[config.mk]
export PLATFORM = sky130hd
export DESIGN_NAME = error_calculator_mc
export DESIGN_NICKNAME = d
export VERILOG_FILES = /design/src/rtl/error_calculator_mc.sv
export SDC_FILE = /design/constraint.sdc
export NUM_CORES = 1
export LEC_CHECK = 0
export CAP_MARGIN = 30
export CORE_MARGIN = 4
export CORE_UTILIZATION = 50
export DETAILED_ROUTE_END_ITERATION = 16
export GPL_TIMING_DRIVEN = 0
export PLACE_DENSITY_LB_ADDON = 0.2
export SLEW_MARGIN = 10
export SYNTH_ARGS = -nofsm -noshare
export SYNTH_HDL_FRONTEND = slang
export SYNTH_SLANG_ARGS = --single-unit
[constraint.sdc]
create_clock -name clk_in -period 2.25 [get_ports clk_in]
set_input_delay 0.225 -clock clk_in [delete_from_list [all_inputs] [get_ports clk_in]]
set_output_delay 0.225 -clock clk_in [all_outputs]
set_load 0.03 [all_outputs]
[src/rtl/error_calculator_mc.sv]
// Multi-channel noise-cancel error path with per-channel lock/unlock tracking.
// Optional ERRCALC_SATURATE_EN: negation of the most-negative sample saturates.
module error_calculator_mc #(
  parameter int DATA_WIDTH   = 16,
  parameter int THRESH_WIDTH = 8,
  parameter int NUM_CH       = 2,
  parameter int WINDOW       = 256,
  localparam int CH_W = (NUM_CH > 1) ? $clog2(NUM_CH) : 1
) (
  input  logic                           clk_in,
  input  logic                           rst_in,
  input  logic                           nc_on,
  input  logic                           error_ready,
  input  logic [CH_W-1:0]                ch_in,
  input  logic signed [DATA_WIDTH-1:0]   feedback_in,
  input  logic signed [THRESH_WIDTH-1:0] lock_low_in,
  input  logic signed [THRESH_WIDTH-1:0] lock_high_in,
  input  logic signed [THRESH_WIDTH-1:0] unlock_low_in,
  input  logic signed [THRESH_WIDTH-1:0] unlock_high_in,
  output logic signed [DATA_WIDTH-1:0]   error_out,
  output logic [CH_W-1:0]                ch_out,
  output logic                           done_out,
  output logic [NUM_CH-1:0]              error_locked_out
);

  localparam int CNT_W = $clog2(WINDOW + 1);
  localparam int IDX_W = CH_W + 1;
  localparam logic [CNT_W-1:0] WIN = CNT_W'(WINDOW);
  localparam logic signed [DATA_WIDTH-1:0] MIN_V =
    {1'b1, {(DATA_WIDTH-1){1'b0}}};
  localparam logic signed [DATA_WIDTH-1:0] MAX_V =
    {1'b0, {(DATA_WIDTH-1){1'b1}}};

  typedef enum logic {UNLOCKED = 1'b0, LOCKED = 1'b1} state_t;

  state_t           state_q [NUM_CH];
  logic [CNT_W-1:0] lock_q  [NUM_CH];
  logic [CNT_W-1:0] bad_q   [NUM_CH];

  state_t           state_d;
  logic [CNT_W-1:0] lock_d;
  logic [CNT_W-1:0] bad_d;
  logic [CNT_W-1:0] lock_inc;
  logic [CNT_W-1:0] bad_inc;

  logic            accept;
  logic [CH_W-1:0] sel;
  logic            in_lock;
  logic            in_safe;

  logic signed [DATA_WIDTH-1:0] ll;
  logic signed [DATA_WIDTH-1:0] lh;
  logic signed [DATA_WIDTH-1:0] ul;
  logic signed [DATA_WIDTH-1:0] uh;
  logic signed [DATA_WIDTH-1:0] neg;

  assign accept = error_ready &&
                  ({1'b0, ch_in} < IDX_W'(NUM_CH));
  // Out-of-range channels never reach the state arrays
  assign sel = accept ? ch_in : '0;

  assign ll = DATA_WIDTH'(lock_low_in);
  assign lh = DATA_WIDTH'(lock_high_in);
  assign ul = DATA_WIDTH'(unlock_low_in);
  assign uh = DATA_WIDTH'(unlock_high_in);

  assign in_lock = (ll < feedback_in) && (feedback_in < lh);
  assign in_safe = (ul < feedback_in) && (feedback_in < uh);

`ifdef ERRCALC_SATURATE_EN
  assign neg = (feedback_in == MIN_V) ? MAX_V : -feedback_in;
`else
  assign neg = -feedback_in;
`endif

  always_comb begin
    state_d  = state_q[sel];
    lock_d   = lock_q[sel];
    bad_d    = bad_q[sel];
    lock_inc = lock_q[sel] + CNT_W'(1);
    bad_inc  = bad_q[sel] + CNT_W'(1);
    unique case (state_q[sel])
      UNLOCKED: begin
        if (!in_lock) begin
          lock_d = '0;
        end else if (lock_inc == WIN) begin
          state_d = LOCKED;
          lock_d  = '0;
          bad_d   = '0;
        end else begin
          lock_d = lock_inc;
        end
      end
      LOCKED: begin
        if (in_safe) begin
          bad_d = '0;
        end else if (bad_inc == WIN) begin
          state_d = UNLOCKED;
          lock_d  = '0;
          bad_d   = '0;
        end else begin
          bad_d = bad_inc;
        end
      end
      default: state_d = UNLOCKED;
    endcase
  end

  always_ff @(posedge clk_in or posedge rst_in) begin
    if (rst_in) begin
      for (int c = 0; c < NUM_CH; c++) begin
        state_q[c] <= UNLOCKED;
        lock_q[c]  <= '0;
        bad_q[c]   <= '0;
      end
      error_out <= '0;
      ch_out    <= '0;
      done_out  <= 1'b0;
    end else begin
      done_out <= accept;
      if (accept) begin
        state_q[sel] <= state_d;
        lock_q[sel]  <= lock_d;
        bad_q[sel]   <= bad_d;
        // Error reflects the lock state held before this sample
        error_out <= (nc_on && state_q[sel] == UNLOCKED) ? neg : '0;
        ch_out    <= ch_in;
      end
    end
  end

  always_comb begin
    error_locked_out = '0;
    for (int c = 0; c < NUM_CH; c++)
      error_locked_out[c] = (state_q[c] == LOCKED);
  end

endmodule

# Word-level counts from Yosys, hierarchy flattened
# Index checks and enable logic that the tools add are counted.
# classes
eq_ne	2
shifts	0
n_lt_le_gt_ge	6
mul	0
n_bitwise	2
n_reduce_logical	4
div_mod_pow	0
muxes	33
add_sub_neg	3
# op_table
op	n
$mux 9	15
$bwmux 18	2
$pmux 9 s2	2
$lt 16x8->1	2
$lt 8x16->1	2
$add 9x1->9 const B	2
$eq 9x9->1 const B	2
$mux 16	1
$neg 16->16	1
$demux 9 s1	1
$mux 1	9
$logic_and 1x1->1	4
$bwmux 2	1
$ge 2x2->1 const B	1
$lt 2x1->1 const B	1
$not 1->2	1
$pmux 1 s2	1
$demux 1 s1	1
$not 1->1	1
# totals
register_bits	56
elab_cells	59
latchBits	0
inputBits	53
out_inout_bits	20
mem_count	0
mem_bits_ro	0
mem_bits_rw	0

# Longest topological paths before layout
# depth
word_depth	11
mapped_depth	14
mapped_depth_nobuf	10

# Least setup slack after synthesis
# OpenSTA, ideal clock, no wires.
# synth_timing
path_kind	in2reg
from	input ch_in
to	register bad_q[3] (netlist bit)
arrival_time_ps	3163
path_slack_ps	-1039
cell_stages	14
setup_ps	126
path_cell_list	nand2_1 > clkbuf_1 > clkbuf_1 > clkbuf_1 > nand2_1 > nand2_1 > ha_1 > o21ai_0 > nor4_1 > xor2_1 > or3_4 > nor2b_4 > buf_6 > a221o_1
# synth_via
elab_chain_len	11
word_cells_on_any_way	27
classes_between	2 x add/sub; 2 x order compare; 2 x eq/ne; 18 x mux; 2 x bitwise; 1 x reduce/logical
# synth_lines
element	line	text
start, declared	14	input logic [CH_W-1:0] ch_in,
$mux 1 (*)	60	assign sel = accept ? ch_in : '0;
$not 1->2 (not written as such) (*)	-	
$mux 9, on equally long branches (3 in a row)	79, 81, 80	
$add 9x1->9, on equally long branches	81, 80	
$eq 9x9->1, on equally long branches	97, 86	
$mux 9, on equally long branches	97, 86	
$mux 9, on equally long branches	95, 84	
$pmux 9 s2	82	unique case (state_q[sel])
$bwmux 18 (*)	124	bad_q[sel] <= bad_d;
end signal, assigned by index	114	bad_q[c] <= '0;
end signal, assigned by index	124	
end, declared	38	logic [CNT_W-1:0] bad_q [NUM_CH];
# Mark *: on every way between the ends. The rest lies on a longest branch, timed or not. The select of a mux whose other input is x is not followed.
# A chain may end at the register's enable or synchronous reset.

# Worst setup path after layout
# layout_timing
from	register bad_q[2] (netlist bit)
to	register bad_q[7] (netlist bit)
# layout_via
elab_chain_len	9
# layout_lines
element	line	text
$mux 9 (not written as such) (*) (3 in a row)	81	bad_inc = bad_q[sel] + CNT_W'(1);
$add 9x1->9 (*)	81	
$eq 9x9->1	97	end else if (bad_inc == WIN) begin
$mux 9 (*)	97	
$mux 9 (*)	95	if (in_safe) begin
$pmux 9 s2 (*)	82	
$bwmux 18 (*)	124	
# Marks and branches as above.

==> results.sh <==
export IMPL_drtIter0Drc=234
export IMPL_area_growth_pct=43.0
export IMPL_diodes=0
export IMPL_worstPathMaxFanout=4
export IMPL_ys_seq_area_frac=0.307
export IMPL_required_ps=2460
export IMPL_final_common_cell="dfrtp_1"
export IMPL_hold_viol_final=0
export IMPL_mostFrequentLayoutCells="dfrtp_1, ha_1, buf_4"
export IMPL_setup_ws_ps=-172
export IMPL_fin_crit_sh=1.08
export IMPL_p_sw_frac=0.319
export IMPL_placed_cell_area_mm2=0.00556
export IMPL_io_buffer_count=72
export IMPL_cap_violations=0
export IMPL_core_region_area_mm2=0.00881
export IMPL_fin_crit_ps=2420
export IMPL_outcome="complete, but fails checks"
export IMPL_routed_wl_um=13900
export IMPL_ios=73
export IMPL_ys_ff_latch=56
export IMPL_synth_fp_nets=629
export IMPL_grt_max_degree=31
export IMPL_grt_overflow_total=0
export IMPL_cts_buffer_depth=2
export IMPL_initial_core_util=0.518
export IMPL_power_frac_clock=0.267
export IMPL_die_width_um=104
export IMPL_grt_pass1_wl_um=22400
export IMPL_wl_per_cell_um=18.8
export IMPL_p_per_area_mw_per_mm2=392
export IMPL_arrival_ps=2630
export IMPL_syn_area_mm2=0.00456
export IMPL_clkTransAtPathRegs_ps=110
export IMPL_ys_types=57
export IMPL_placementRows=34
export IMPL_drive_gt1_frac=0.269
export IMPL_synth_area_leader_cell="dfrtp_1"
export IMPL_setup_viol=21
export IMPL_cellLeakagePower_nw=2.87
export IMPL_internal_power_mw=1.74
export IMPL_place_congestion=0.885
export IMPL_finalClockSkew_ps=10.4
export IMPL_synth_top_flop_cell="dfrtp_1"
export IMPL_root_buffer="clkbuf_8"
export IMPL_netlist_instances=514
export IMPL_rsz0062_at_grt="yes"
export IMPL_dr_total_vias=4628
export IMPL_drc=0
export IMPL_async_flop_share=1.00
export IMPL_synth_edff_count=0
export IMPL_violations="negative setup slack"
export IMPL_grt_pass1_vias=4655
export IMPL_power_frac_comb=0.318
export IMPL_cts_tree="done"
export IMPL_ant_nets=0
export IMPL_nNetsFinal=746
export IMPL_die_area_mm2=0.0107
export IMPL_drt_pass1_iterations=5
export IMPL_cp_start_kind="flip-flop"
export IMPL_seqPwrFrac=0.415
export IMPL_clk_latency_ps=320
export IMPL_path_class="reg -> reg"
export IMPL_antenna_found_initial=0
export IMPL_viasPerCell=6.25
export IMPL_post_route_util=0.741
export IMPL_final_area_mm2=0.00653
export IMPL_hp_class="in -> reg"
export IMPL_die_y_um=104
export IMPL_synth_area_leaders="dfrtp_1, ha_1, inv_1"
export IMPL_slew_violations=0
export IMPL_endpoint_kind="flip-flop"
export IMPL_cts_htree_levels=2
export IMPL_ir_drop_uv=279
export IMPL_synth_top_area_frac=0.307
export IMPL_power_switching_mw=0.816
export IMPL_worst_pin_slew_ps=629
export IMPL_hpwlAfterDp_um=9320
export IMPL_synth_yosys_warnings=0
export IMPL_cts_buffers_inserted=5
export IMPL_fmax_mhz=413
export IMPL_max_slew_margin=0.580
export IMPL_cts_sinks=56
export IMPL_syn_avg_cell_area_um2=8.88
export IMPL_grtUsageTotal=0.249
==> final cells by class <==
cell class / instances / area [µm²]
clock inverters: 2 / 38.8
clock buffers: 6 / 72.6
well taps: 108 / 135
repair buffers: 113 / 990
fillers: 600 / 2280
multi-input cells: 388 / 3500
inverters: 53 / 208
plain buffers: 14 / 176
flip-flops and latches: 56 / 1400
==> power groups by stage <==
stage               Combinational, mW  Sequential, mW  Clock, mW
global placement                0.641            1.08          0
global route                    0.887            1.07      0.733
finish                          0.814            1.06      0.685
floorplan                       0.342            1.13          0
detailed placement              0.671            1.08          0
CTS                             0.782            1.06      0.699
==> critical path: stages (launching register included) <==
cell and delay [ps]:
dfrtp_1 380, and4_1 230, a31oi_2 90, or4_4 520, a2bb2oi_2 180, or3_4 370, buf_6 130, nor4bb_2 170
a211o_1 240
==> Yosys cell counts, drive strengths merged, types with 3 or more instances <==
cell type,instances
a2bb2oi,4
and4,4
and3,3
nand3,6
a211o,6
dfrtp,56
a21oi,28
nor3,20
a21o,11
clkbuf,12
inv,53
a21boi,3
nor2,33
nand2b,7
a22o,5
ha,62
xnor2,11
nand2,38
nor2b,6
and2,4
o21a,8
nand4,11
mux2i,18
o2bb2ai,19
o22ai,16
a31oi,6
a2111oi,3
a221o,3
buf,6
o21ai,15
nor4,7
or3,4
==> what timing repair did <==
action / in CTS / in global routing
endpoints found under the hold margin: 0 / 0
setup buffers: 36 / 4
endpoints found under the setup margin: 38 / 38
hold buffers: 0 / 0
gates resized for setup: 201 / 25
gates cloned: 1 / 0
pin swaps: 38 / 17
==> final timing paths <==
check	slack, ps	startpoint	depth (start not counted)	end
min in group asynchronous	280	rst_in	2	lock_q[13]
worst min-delay path	50	error_ready	1	done_out
worst max register to register	-170	bad_q[2]	8	bad_q[7]
worst min register to register	500	lock_q[17]	1	lock_q[17]
max in group asynchronous	1400	rst_in	3	error_out[14]
worst max-delay path	-170	bad_q[2]	8	bad_q[7]
==> cells by family after synthesis <==
kind of cell               synth area share
and+or+nand+nor                       0.172
AOI/OAI and AO/OA                     0.224
buffers and inverters                0.0628
adders and majority gates             0.170
DFF                                   0.307
muxes                                0.0395
xor gates and xnor gates             0.0250
==> flip-flops by register name, indices dropped and copies added, names as in the netlist <==
register and cells:
ch_out 1, done_out 1, bad_q 18, error_locked_out 2, lock_q 18, error_out 16
==> stage by stage <==
step	TNS (ps)	setup WS [ps]	power [mW]	hold slack, ps	std cells
2_1_floorplan	-3110	-196	1.47	256	514
3_3_place_gp	-67900	-1320	1.72	463	694
3_5_place_dp	-47110	-1330	1.75	472	695
4_1_cts	-491	-65.6	2.54	57.4	736
5_1_grt	-4680	-242	2.69	45.9	740
6_report	-1910	-172	2.56	53.1	740
==> layer usage <==
layer / vias to the layer above / part of all wire / track usage
li1: 2135 / - / -
met1: 2241 / 0.43 / 0.329
met2: 206 / 0.48 / 0.412
met3: 46 / 0.066 / 0.0454
met4: 0 / 0.025 / 0.0874
met5: - / 0 / 0
Note: power is estimated with default switching activity, not from simulation.
